$ cat config.mk
export PLATFORM = sky130hd
export DESIGN_NAME = sr_debounce
export DESIGN_NICKNAME = d
export VERILOG_FILES = /design/src/rtl/sr_debounce_pkg.sv /design/src/rtl/sr_debounce_chan.sv /design/src/rtl/sr_debounce.sv
export SDC_FILE = /design/constraint.sdc
export NUM_CORES = 1
export LEC_CHECK = 0
export ABC_CLOCK_PERIOD_IN_PS = 2850
export BUFFER_PORTS_ARGS = -buffer_cell sky130_fd_sc_hd__buf_2
export CAP_MARGIN = 20
export CELL_PAD_IN_SITES_DETAIL_PLACEMENT = 2
export CELL_PAD_IN_SITES_GLOBAL_PLACEMENT = 2
export CORE_ASPECT_RATIO = 1.2
export CORE_MARGIN = 2
export CORE_UTILIZATION = 35
export CTS_BUF_LIST = sky130_fd_sc_hd__clkbuf_16
export DETAILED_ROUTE_END_ITERATION = 8
export PLACE_DENSITY_LB_ADDON = 0.12
export SLEW_MARGIN = 20
export SYNTH_ARGS = -nofsm -noshare
export SYNTH_HDL_FRONTEND = slang
export SYNTH_SLANG_ARGS = --single-unit
export TNS_END_PERCENT = 100
$ cat constraint.sdc
create_clock -name clk -period 2.85 [get_ports clk]
set_input_delay 0.57 -clock clk [delete_from_list [all_inputs] [get_ports clk]]
set_output_delay 0.57 -clock clk [all_outputs]
set_load 0.02 [all_outputs]
$ cat src/rtl/sr_debounce_pkg.sv
// Shared constants for the SR pushbutton debouncer: per-channel FSM state
// encoding and default parameter values.
package sr_debounce_pkg;

    localparam logic [1:0] ST_LOW    = 2'd0;
    localparam logic [1:0] ST_CHK_HI = 2'd1;
    localparam logic [1:0] ST_HIGH   = 2'd2;
    localparam logic [1:0] ST_CHK_LO = 2'd3;

    localparam int DEFAULT_DEBOUNCE_CYCLES = 4;
    localparam int DEFAULT_CNT_W           = 16;

endpackage

$ cat src/rtl/sr_debounce_chan.sv
// One debounce channel: 2-flop synchronizer, LOW/CHK_HI/HIGH/CHK_LO FSM with a
// saturating stability counter, registered debounced level and accept strobe.
module sr_debounce_chan
    import sr_debounce_pkg::*;
#(
    parameter int DEBOUNCE_CYCLES = DEFAULT_DEBOUNCE_CYCLES,
    parameter int CNT_W           = DEFAULT_CNT_W
) (
    input  logic clk,
    input  logic rst,
    input  logic raw,
    output logic lvl,
    output logic strobe
);

    localparam logic [CNT_W-1:0] CNT_LAST = CNT_W'(DEBOUNCE_CYCLES - 1);
    localparam logic [CNT_W-1:0] CNT_ONE  = CNT_W'(1);
    localparam logic [CNT_W-1:0] CNT_MAX  = '1;

    logic             sync1;
    logic             sync2;
    logic [1:0]       state;
    logic [1:0]       state_nxt;
    logic [CNT_W-1:0] cnt;
    logic [CNT_W-1:0] cnt_nxt;
    logic             lvl_nxt;
    logic             strobe_nxt;

    always_ff @(posedge clk or posedge rst) begin
        if (rst) begin
            sync1 <= 1'b0;
            sync2 <= 1'b0;
        end else begin
            sync1 <= raw;
            sync2 <= sync1;
        end
    end

    // The counter holds the number of consecutive agreeing samples seen so far
    // in a CHK state; any disagreeing sample aborts back to the stable state.
    always_comb begin
        state_nxt  = state;
        cnt_nxt    = cnt;
        strobe_nxt = 1'b0;
        case (state)
            ST_LOW: begin
                if (sync2) begin
                    state_nxt = ST_CHK_HI;
                    cnt_nxt   = CNT_ONE;
                end
            end
            ST_CHK_HI: begin
                if (sync2) begin
                    if (cnt == CNT_LAST) begin
                        state_nxt  = ST_HIGH;
                        cnt_nxt    = '0;
                        strobe_nxt = 1'b1;
                    end else if (cnt != CNT_MAX) begin
                        cnt_nxt = cnt + 1'b1;
                    end
                end else begin
                    state_nxt = ST_LOW;
                    cnt_nxt   = '0;
                end
            end
            ST_HIGH: begin
                if (!sync2) begin
                    state_nxt = ST_CHK_LO;
                    cnt_nxt   = CNT_ONE;
                end
            end
            ST_CHK_LO: begin
                if (!sync2) begin
                    if (cnt == CNT_LAST) begin
                        state_nxt = ST_LOW;
                        cnt_nxt   = '0;
                    end else if (cnt != CNT_MAX) begin
                        cnt_nxt = cnt + 1'b1;
                    end
                end else begin
                    state_nxt = ST_HIGH;
                    cnt_nxt   = '0;
                end
            end
            default: begin
                state_nxt = ST_LOW;
                cnt_nxt   = '0;
            end
        endcase
        lvl_nxt = (state_nxt == ST_HIGH) || (state_nxt == ST_CHK_LO);
    end

    always_ff @(posedge clk or posedge rst) begin
        if (rst) begin
            state  <= ST_LOW;
            cnt    <= '0;
            lvl    <= 1'b0;
            strobe <= 1'b0;
        end else begin
            state  <= state_nxt;
            cnt    <= cnt_nxt;
            lvl    <= lvl_nxt;
            strobe <= strobe_nxt;
        end
    end

endmodule

$ cat src/rtl/sr_debounce.sv
// Dual pushbutton debouncer feeding a downstream SR flip-flop: one-cycle set and
// reset pulses, reset-dominant arbitration and a conflict flag.
module sr_debounce
    import sr_debounce_pkg::*;
#(
    parameter int DEBOUNCE_CYCLES = DEFAULT_DEBOUNCE_CYCLES,
    parameter int CNT_W           = DEFAULT_CNT_W
) (
    input  logic clk,
    input  logic rst,
    input  logic s_raw,
    input  logic r_raw,
    output logic s_out,
    output logic r_out,
    output logic s_lvl,
    output logic r_lvl,
    output logic conflict
);

    logic s_stb;
    logic r_stb;

    sr_debounce_chan #(
        .DEBOUNCE_CYCLES(DEBOUNCE_CYCLES),
        .CNT_W          (CNT_W)
    ) u_s_chan (
        .clk   (clk),
        .rst   (rst),
        .raw   (s_raw),
        .lvl   (s_lvl),
        .strobe(s_stb)
    );

    sr_debounce_chan #(
        .DEBOUNCE_CYCLES(DEBOUNCE_CYCLES),
        .CNT_W          (CNT_W)
    ) u_r_chan (
        .clk   (clk),
        .rst   (rst),
        .raw   (r_raw),
        .lvl   (r_lvl),
        .strobe(r_stb)
    );

    // Reset dominates so the SR flip-flop never sees s and r together.
    always_ff @(posedge clk or posedge rst) begin
        if (rst) begin
            s_out    <= 1'b0;
            r_out    <= 1'b0;
            conflict <= 1'b0;
        end else begin
            s_out    <= s_stb & ~r_stb;
            r_out    <= r_stb;
            conflict <= s_stb & r_stb;
        end
    end

endmodule
Word level (Yosys, flattened, before mapping)
Cells that the tools add are included.
- bits in registers: 47
- output and inout bits: 5
- logic and storage cells: 78
- add/subtract/negate cells: 2
- equal/unequal tests: 18
- mux-type cells: 34
- bitwise gates (word level): 3
- reduce and logical (&&, ||, !) cells: 6
- operators by type and width (kind ; count):
    16-bit two-way mux ; 12
    16-bit case mux with 4 select lines ; 2
    16-bit by 1-bit adder with 16-bit output (second input constant) ; 2
    16-bit by 2-bit equality test with 1-bit output (second input constant) ; 2
    16-bit != test (second input constant) ; 2
    2-bit two-way mux ; 12
    2-bit equality test (second input constant) ; 8
    2-bit case mux with 4 select lines ; 2
    1-bit two-way mux ; 6
    2-bit by 1-bit equality test with 1-bit output (second input constant) ; 2
    2-bit logical NOT ; 2
    2-bit by 1-bit != test with 1-bit output (second input constant) ; 2
    2-bit != test (second input constant) ; 2
    2-bit AND reduction ; 2
    1-bit AND ; 2
    1-bit logical OR ; 2
    1-bit inverter ; 1

Logic depth before layout (Yosys ltp)
Gate-level depths: netlist (run 1).
- word-level depth: 6
- gate-level depth with buffers: 9

Hierarchy
A second synthesis (run 1) with hierarchy kept.
- cells, all modules: 262
- area, all modules: 2532.4 um^2
- by module, submodules not included (module ; times used ; cells an instance ; area each (um^2) ; seq. area each (um^2)):
    sr_debounce_chan ; 2 ; 128 ; 1218.7 ; 550.5
    sr_debounce ; 1 ; 6 ; 95.1 ; 75.1

Least setup slack after synthesis (run 1)
No wires, ideal clock.
- kind: reg-to-reg
- start point: register u_r_chan.cnt[0]
- end point: register u_r_chan.cnt[4]
- setup time: 0.127 ns
- data arrival time: 1.729 ns
- setup slack: 0.994 ns
- stages on the path, launching flop included: 10
- clock period less this slack: 1.856 ns
- cell sequence: dfrtp_1 -> ha_1 -> clkbuf_2 -> nor4b_1 -> nand4_1 -> and3_1 -> clkbuf_1 -> buf_2 -> a21oi_1 -> o22ai_1
- longest elaborated chain between the ends: 5
- elaborated cells on any way between the ends: 8
- classes of those cells: add/sub: 1; eq/ne: 2; mux: 5
- ends and longest elaborated chain (item ; RTL line ; text):
    start, declared ; sr_debounce_chan.sv:24 ; logic [CNT_W-1:0] cnt;
    start signal, assigned ; sr_debounce_chan.sv:101 ; cnt <= cnt_nxt;
    16-bit by 1-bit adder with 16-bit output or 16-bit != test (tied branches) ; -- ;
    16-bit two-way mux ; sr_debounce_chan.sv:58, sr_debounce_chan.sv:77 ;
    16-bit two-way mux * ; sr_debounce_chan.sv:74 ; if (cnt == CNT_LAST) begin
    16-bit two-way mux, on equally long branches ; sr_debounce_chan.sv:73, sr_debounce_chan.sv:53 ;
    16-bit case mux with 4 select lines * ; sr_debounce_chan.sv:45 ; case (state)
Every way passes the cells marked *; elsewhere a longest branch is shown, timed or not.
A chain may end at the register's enable or synchronous reset.

Worst setup path after layout (run 1)
- start point: register u_r_chan.cnt[0]
- end point: register u_r_chan.cnt[7]
The elaborated chain is that of the path after synthesis.

==> flow_summary.yaml, run 1 <==
status:
  outcome: "complete, no violations"
logic_synthesis:
  yosys_warnings: 0
  synthesis.area_sq_um: 2540
  synth.most_common_cell: "dfrtp_1"
  synth_top_cell_area_share: 0.463
  syn_nets: 275
  ys_async_sr_fraction: 1.00
  ys_types: 55
  synthCells: 269
  yosysTopAreaCell: "dfrtp_1"
  ys_seq_area_frac: 0.463
  synth-edff-count: 0
  synth_common_cells: "dfrtp_1, a21oi_1, nand2_1"
  ys.flop_type: "dfrtp_1"
  ys_ff_latch: 47
  avgSynthCellArea_sq_um: 9.44
  synth.area.top_cells: "dfrtp_1, a21oi_1, nand4_1, a31oi_1, o21ai_0"
sta:
  slew_headroom: 0.578
  finalSetupTns_ns: 0
  hold_viol_final: 0
  setup_viol: 0
  final.period_utilization: 0.776
  drv_slew: 0
  worstMarginPinSlew_ns: 0.629
  max_freq_ghz: 0.452
  rsz0062_at_grt: "no"
  fin_skew_ns: 0.00370
  min_period_ns: 2.21
floorplan:
  coreArea_sq_um: 7150
  dieArea_sq_um: 7960
  fp.dieH_microns: 97.3
  pin_count: 9
  rows: 34
  start_util: 0.355
  fp.dieW_microns: 81.8
detailed_routing:
  firstDrtPassIters: 4
  wl_per_cell_microns: 18.7
  wl_microns: 6880
  ant_nets: 0
  drt-vias-per-instance: 5.98
  drc: 0
  drt_iter0_markers: 60
  vias: 2196
cts:
  cts_tree: "built"
  clk_pin_slew_ns: 0.07
  holdBufCountCts: 0
  cts.path.max_buffers: 2
  cts_sinks: 47
  clk_latency_ns: 0.29
  cts_resized: 0
  postCtsSetupBuffers: 0
  cts_root_buf: "clkbuf_16"
  numCtsBuffers: 5
  htree_num_levels: 2
job:
  drv_cap: 0
critical_path:
  r2r_slack_ns: 0.64
  crit_path_end_kind: "flip-flop"
  crit_type: "reg -> reg"
  arrival_ns: 2.39
  crit_fanout: 15
  crit_required_ns: 3.03
  cp-start-kind: "flip-flop"
layout:
  area.growth.synth_to_final_pct: 11.6
  layout.nets: 282
  fin_cells: 367
  drive_gt1_frac: 0.141
  antenna_cells: 0
placed_design:
  routabilityCongestion: 0.766
  io_buffers: 8
  placed_cells: 359
  dp_hpwl_microns: 4880
global_routing:
  top_usage_layer: "met2"
  grt.overflow.total: 0
  grt_usage: 0.190
  grtUsageMet1: 0.218
  grt_pass1_vias: 2378
  grt_antenna_before_repair: 0
  use_met3: 0.0344
  grt_first_pass_wirelength_microns: 11800
  grtUsageMet2: 0.338
  grt_max_degree: 38
pwr:
  powerDensity_nw_per_um2: 783
  peakVddDrop_mv: 0.334
  p_leak_nw: 1.24
min_path:
  hold_path_class: "in -> async"
[metal layers]
metal,routed length (microns),part of all wire
met5,0,0
met4,119,0.017
met3,118,0.017
met2,3850,0.56
met1,2790,0.41
[flip-flops by register name, summed over array words and instances (netlist names)]
name             count
u_s_chan.sync1       1
u_s_chan.lvl         1
u_r_chan.state       2
u_r_chan.cnt        16
u_r_chan.sync1       1
u_s_chan.cnt        16
s_out                1
conflict             1
u_s_chan.state       2
u_r_chan.sync2       1
u_s_chan.sync2       1
u_s_chan.strobe      1
u_r_chan.lvl         1
u_r_chan.strobe      1
r_out                1
[cells by family (layout without fill, tap and decap cells)]
group | Yosys count | count (layout) | share of synthesized area
AO/OA/AOI/OAI | 76 | 76 | 0.196
XOR/XNOR | 3 | 3 | 0.0103
adder cells (fa/ha/maj) | 2 | 2 | 0.00985
buffers and inverters | 25 | 33 | 0.0443
flip-flops | 47 | 47 | 0.463
multiplexers | 4 | 4 | 0.0177
AND/OR/NAND/NOR | 112 | 112 | 0.259
[worst paths after layout]
kind | startpoint | end | cells after the start
worst max-delay path | u_r_chan.cnt[0]$_DFFE_PP0P_ | u_r_chan.cnt[7]$_DFFE_PP0P_ | 6
worst min-delay path | rst | u_s_chan.lvl$_DFF_PP0_ | 2
min in group clk | u_s_chan.sync1$_DFF_PP0_ | u_s_chan.sync2$_DFF_PP0_ | 0
worst max register to register | u_r_chan.cnt[0]$_DFFE_PP0P_ | u_r_chan.cnt[7]$_DFFE_PP0P_ | 6
worst min register to register | u_s_chan.sync1$_DFF_PP0_ | u_s_chan.sync2$_DFF_PP0_ | 0
max in group asynchronous | rst | u_s_chan.cnt[10]$_DFFE_PP0P_ | 3
[through the flow]
step | cell area (sq um) | hold slack, ns | setup WS [ns] | utilization | power [W]
floorplan | 2540 | 0.331 | 0.994 | - | 0.00133
global placement | 2660 | 0.332 | 0.737 | 0.373 | 0.00152
detailed placement | 2660 | 0.361 | 0.628 | 0.373 | 0.00154
CTS | 2840 | 0.201 | 0.612 | 0.397 | 0.00226
global route | 2840 | 0.214 | 0.438 | 0.397 | 0.00238
finish | 2840 | 0.199 | 0.637 | 0.397 | 0.00222
[cell usage in the layout, fill, tap and decap left out, drive strengths merged, types with 3 or more instances in the layout]
cell | synthesis | final
dfrtp | 47 | 47
a21oi | 21 | 21
nor2 | 19 | 19
nand2 | 18 | 18
o21ai | 15 | 15
nand4 | 15 | 15
nand3 | 13 | 13
inv | 12 | 13
buf | 10 | 13
a31oi | 12 | 12
nor4 | 10 | 10
nor3 | 8 | 8
clkbuf | 3 | 5
nor4b | 4 | 4
or2 | 4 | 4
a21o | 4 | 4
and2 | 4 | 4
mux2 | 4 | 4
and3 | 3 | 3
or4 | 3 | 3
o211ai | 3 | 3
[power breakdown]
group	switching [W]	leakage, nW	internal, W
logic	0.000448	0.523	0.000247
registers	0.0000838	0.630	0.000746
clock network	0.000277	0.0844	0.000419
total	0.000808	1.24	0.00141
[worst max-delay path, cell delays in order (launching register included)]
cell and delay, ns:
dfrtp_1 0.39, ha_1 0.34, nor4b_1 0.28, nand4_1 0.20, and3_1 0.42, o211a_1 0.20
a211o_1 0.26
[final cells by class]
type                            count  area, sq um
Clock buffer                        5          125
Clock inverter                      3         47.5
Fill cell                         793         4310
Inverter                           12         45.0
Multi-Input combinational cell    197         1250
Sequential cell                    47         1180
Tap cell                           90          113
Timing Repair Buffer               13         77.6
Note: power is estimated with default switching activity, not from simulation.
==> inputs of run 2 (changes only) <==
Settings changed: ABC_CLOCK_PERIOD_IN_PS 2850 to 2230.
Clock period 2.85 ns to 2.23 ns, I/O delays scaled along.
==> run 2 against run 1 <==
Worst hold slack got worse by 0.0032 ns; worst setup slack got worse by 0.41 ns; largest power group unchanged; clock skew rose by 0.0033 ns; count of clock-buffer cells in the layout did not move; design area rose by 3.8%; fmax rose by 10%; core utilization rose by 1.5 points; first-iteration DRC count fell by 43%; wire length rose by 7.0%; critical path type unchanged; clock power rose by 27%; register-to-register slack got worse by 0.41 ns; non-clock buffer count rose by 10.
==> flow_summary.yaml, run 2 (same netlist as run 1, synthesis figures left out) <==
cts:
  postCtsSetupBuffers: 0
  cts_tree: "built"
  clk_pin_slew_ns: 0.07
  cts_root_buf: "clkbuf_16"
  clk_latency_ns: 0.29
  holdBufCountCts: 0
  numCtsBuffers: 5
  cts.path.max_buffers: 2
  cts_sinks: 47
  htree_num_levels: 2
sta:
  slew_headroom: 0.581
  hold_viol_final: 0
  fin_skew_ns: 0.00704
  final.period_utilization: 0.900
  worstMarginPinSlew_ns: 0.622
  setup_viol: 0
  max_freq_ghz: 0.498
  rsz0062_at_grt: "no"
  min_period_ns: 2.01
  drv_slew: 0
  finalSetupTns_ns: 0
critical_path:
  crit_fanout: 11
  arrival_ns: 2.18
  cp-start-kind: "flip-flop"
  crit_required_ns: 2.40
  crit_type: "reg -> reg"
  crit_path_end_kind: "flip-flop"
detailed_routing:
  wl_per_cell_microns: 19.5
  drt-vias-per-instance: 5.90
  vias: 2223
  ant_nets: 0
  wl_microns: 7370
  drt_iter0_markers: 34
  firstDrtPassIters: 4
  drc: 0
global_routing:
  grt.overflow.total: 0
  grt_max_degree: 27
  grt_pass1_vias: 2499
  grt_antenna_before_repair: 0
  grt_usage: 0.203
  grt_first_pass_wirelength_microns: 12600
job:
  drv_cap: 0
floorplan:
  rows: 34
  start_util: 0.355
  dieArea_sq_um: 7960
  fp.dieH_microns: 97.3
  coreArea_sq_um: 7150
  fp.dieW_microns: 81.8
  pin_count: 9
min_path:
  hold_path_class: "in -> async"
layout:
  design_area_sq_um: 2940
  final_common_cell: "dfrtp_1"
  multi_input_area_sq_um: 1270
  final_cell_mix: "dfrtp_1, a21oi_1, nand2_1"
  fin_cells: 377
  reg_top3: "u_r_chan.cnt: 16 flops, u_s_chan.cnt: 16 flops"
  antenna_cells: 0
  seq_area_sq_um: 1180
  area.growth.synth_to_final_pct: 15.9
  drive_gt1_frac: 0.181
  fillCellCount: 792
  layout.nets: 292
placed_design:
  dp_hpwl_microns: 5150
  routabilityCongestion: 0.753
  io_buffers: 8
  place_area_sq_um: 2750
  placed_cells: 369
pwr:
  peakVddDrop_mv: 0.360
  powerDensity_nw_per_um2: 1010
  p_leak_nw: 1.29
status:
  outcome: "complete, no violations"
-- run 2: worst paths after layout --
| path | from | end | slack [ns] | cells past startpoint |
|---|---|---|---|---|
| hold / removal | rst | u_s_chan.state[0]$_DFF_PP0_ | 0.20 | 2 |
| max in group asynchronous | rst | u_r_chan.cnt[7]$_DFFE_PP0P_ | 1.51 | 3 |
| hold reg to reg | u_r_chan.sync1$_DFF_PP0_ | u_r_chan.sync2$_DFF_PP0_ | 0.36 | 0 |
| setup reg to reg | u_r_chan.cnt[3]$_DFFE_PP0P_ | u_r_chan.cnt[7]$_DFFE_PP0P_ | 0.22 | 5 |
| setup / recovery | u_r_chan.cnt[3]$_DFFE_PP0P_ | u_r_chan.cnt[7]$_DFFE_PP0P_ | 0.22 | 5 |
| min in group clk | r_raw | u_r_chan.sync1$_DFF_PP0_ | 0.26 | 1 |
-- run 2: metrics by stage --
| step | util | hold WS, ns | total power [W] | setup WS [ns] |
|---|---|---|---|---|
| 5_1_grt | 0.412 | 0.239 | 0.00317 | 0.0413 |
| 4_1_cts | 0.409 | 0.219 | 0.00299 | 0.0338 |
| 3_5_place_dp | 0.385 | 0.346 | 0.00207 | 0.0150 |
| 6_report | 0.412 | 0.195 | 0.00297 | 0.223 |
| 3_3_place_gp | 0.385 | 0.338 | 0.00202 | 0.116 |
| 2_1_floorplan | - | 0.331 | 0.00171 | 0.374 |
-- run 2: what timing repair did --
item                       in CTS  in global routing
setup endpoints to repair       4                 15
gates resized for setup         1                  4
cloned                          0                  0
-- run 2: worst max-delay path, cell delays in order (launching register included) --
cell	delay [ns]
dfrtp_1	0.51
nor4_1	0.40
nand4_1	0.26
and3_4	0.32
o211a_1	0.13
a211o_1	0.27
-- run 2: report_power, final --
| group | switching, W | leakage [nW] | internal, W | total [W] |
|---|---|---|---|---|
| Sequential | 0.000110 | 0.630 | 0.000953 | 0.00106 |
| Combinational | 0.000630 | 0.582 | 0.000395 | 0.00103 |
| Clock | 0.000348 | 0.0804 | 0.000534 | 0.000882 |
| Total | 0.00109 | 1.29 | 0.00188 | 0.00297 |
-- run 2: metal layers --
layer  GRT usage  routed length [microns]  part of all wire  vias to the layer above
met4      0.0551                      122             0.017                        0
met2       0.378                     4060              0.55                       13
met5           0                        0                 0                        -
met1       0.237                     3110              0.42                     1156
li1            -                        -                 -                     1045
met3      0.0223                       70            0.0095                        9
-- run 2: area by class of cell --
cell class / instances / area share
clock buffers: 5 / 0.0425
clock inverters: 3 / 0.0157
inverters: 12 / 0.0153
multi-input cells: 197 / 0.432
flip-flops and latches: 47 / 0.400
well taps: 90 / 0.0383
repair buffers: 23 / 0.0561
==> inputs of run 3 (changes only) <==
Settings changed: RECOVER_POWER set to 25.
==> run 3 against run 2 <==
Wire length down 0.22%; worst hold slack better by 0.067 ns; register-to-register slack about the same; flip-flop and latch count unchanged; via count down 0.54%; critical path depth unchanged.
==> flow_summary.yaml, run 3 (same netlist as run 1, synthesis figures left out) <==
status:
  outcome: "complete, no violations"
cts:
  clk_latency_ns: 0.29
  clk_pin_slew_ns: 0.07
  cts.path.max_buffers: 2
  cts_sinks: 47
  cts_root_buf: "clkbuf_16"
  numCtsBuffers: 5
  postCtsSetupBuffers: 0
  htree_num_levels: 2
  cts_tree: "built"
sta:
  min_period_ns: 2.00
  fin_ws_ns: 0.225
  final.period_utilization: 0.899
  whs_ns: 0.263
  hold_viol_final: 0
  max_freq_ghz: 0.499
  setup_viol: 0
  rsz0062_at_grt: "no"
  drv_slew: 0
  fin_skew_ns: 0.00692
  finalSetupTns_ns: 0
  slew_headroom: 0.349
  worstMarginPinSlew_ns: 0.976
detailed_routing:
  firstDrtPassIters: 4
  drt_iter0_markers: 33
  wl_microns: 7350
  wl_per_cell_microns: 19.5
  drt-vias-per-instance: 5.86
  ant_nets: 0
  vias: 2211
  drc: 0
global_routing:
  use_met3: 0.0223
  grt_pass1_vias: 2499
  grt_first_pass_wirelength_microns: 12600
  top_usage_layer: "met2"
  grtUsageMet1: 0.237
  grt_antenna_before_repair: 0
  grtUsageMet2: 0.378
  grt.overflow.total: 0
  grt_usage: 0.203
  grt_max_degree: 27
critical_path:
  crit_path_end_kind: "flip-flop"
  crit_fanout: 11
  crit_type: "reg -> reg"
  crit_required_ns: 2.40
  cp-start-kind: "flip-flop"
  arrival_ns: 2.17
layout:
  area.growth.synth_to_final_pct: 15.9
  postLayoutCoreUtil: 0.412
  multi_input_area_sq_um: 1270
  layout.nets: 292
  final_cell_mix: "dfrtp_1, a21oi_1, nand2_1"
  drive_gt1_frac: 0.178
  antenna_cells: 0
  final_common_cell: "dfrtp_1"
  reg_top3: "u_r_chan.cnt: 16 flops, u_s_chan.cnt: 16 flops"
  fillCellCount: 792
  seq_area_sq_um: 1180
floorplan:
  dieArea_sq_um: 7960
  rows: 34
  coreArea_sq_um: 7150
  fp.dieH_microns: 97.3
  fp.dieW_microns: 81.8
  pin_count: 9
  start_util: 0.355
placed_design:
  routabilityCongestion: 0.753
  io_buffers: 8
  pre_cts_slack_ns: 0.0150
  dp_hpwl_microns: 5150
pwr:
  p_comb_frac: 0.345
  swShare: 0.366
  clkPwrFrac: 0.297
  p_switching_w: 0.00109
  p_int_w: 0.00188
  p_leak_nw: 1.29
  power.total_w: 0.00297
  powerDensity_nw_per_um2: 1010
  seqPwrFrac: 0.358
  peakVddDrop_mv: 0.360
job:
  drv_cap: 0
min_path:
  hold_path_class: "in -> reg"
run 3: changes by cell type in the layout (fill, tap and decap cells not counted):
cell,change
inv_2,-1
inv_1,+1
run 3: worst paths after layout:
kind / depth (start not counted) / startpoint / to / slack, ns
worst max-delay path: 5 / u_r_chan.cnt[3]$_DFFE_PP0P_ / u_r_chan.cnt[7]$_DFFE_PP0P_ / 0.23
worst min-delay path: 1 / r_raw / u_r_chan.sync1$_DFF_PP0_ / 0.26
worst max register to register: 5 / u_r_chan.cnt[3]$_DFFE_PP0P_ / u_r_chan.cnt[7]$_DFFE_PP0P_ / 0.23
worst min register to register: 0 / u_r_chan.sync1$_DFF_PP0_ / u_r_chan.sync2$_DFF_PP0_ / 0.36
max in group asynchronous: 3 / rst / u_r_chan.cnt[7]$_DFFE_PP0P_ / 1.19
min in group asynchronous: 2 / rst / u_s_chan.state[0]$_DFF_PP0_ / 0.38
run 3: layout make-up:
cell class | instances | share of cell area
repair buffers | 23 | 0.0561
multi-input cells | 197 | 0.432
clock buffers | 5 | 0.0425
flip-flops and latches | 47 | 0.400
well taps | 90 | 0.0383
clock inverters | 3 | 0.0157
inverters | 12 | 0.0153
run 3: layer usage:
metal	routed length (microns)	part of all wire
met5	0	0
met1	3130	0.43
met3	59	0.0080
met2	4040	0.55
met4	122	0.017
run 3: timing repair:
action	4_1_cts	5_1_grt
hold buffers	0	0
endpoints found under the setup margin	4	15
resized for setup	1	4
run 3: metrics by stage:
| step | instance area, sq um | cells |
|---|---|---|
| 4_1_cts | 2920 | 377 |
| 5_1_grt | 2940 | 377 |
| 2_1_floorplan | 2540 | 269 |
| 6_report | 2940 | 377 |
| 3_3_place_gp | 2750 | 369 |
| 3_5_place_dp | 2750 | 369 |
run 3: worst max-delay path, cell delays in order (launching register included):
cell and delay [ns]:
dfrtp_1 0.50, nor4_1 0.40, nand4_1 0.26, and3_4 0.32, o211a_1 0.13, a211o_1 0.27
run 3: power groups by stage:
| stage | Clock [W] | Combinational (W) | Sequential, W |
|---|---|---|---|
| floorplan | 0 | 0.000638 | 0.00107 |
| global placement | 0 | 0.000958 | 0.00106 |
| detailed placement | 0 | 0.000994 | 0.00107 |
| CTS | 0.000908 | 0.00102 | 0.00106 |
| global route | 0.000939 | 0.00115 | 0.00108 |
| finish | 0.000880 | 0.00102 | 0.00106 |
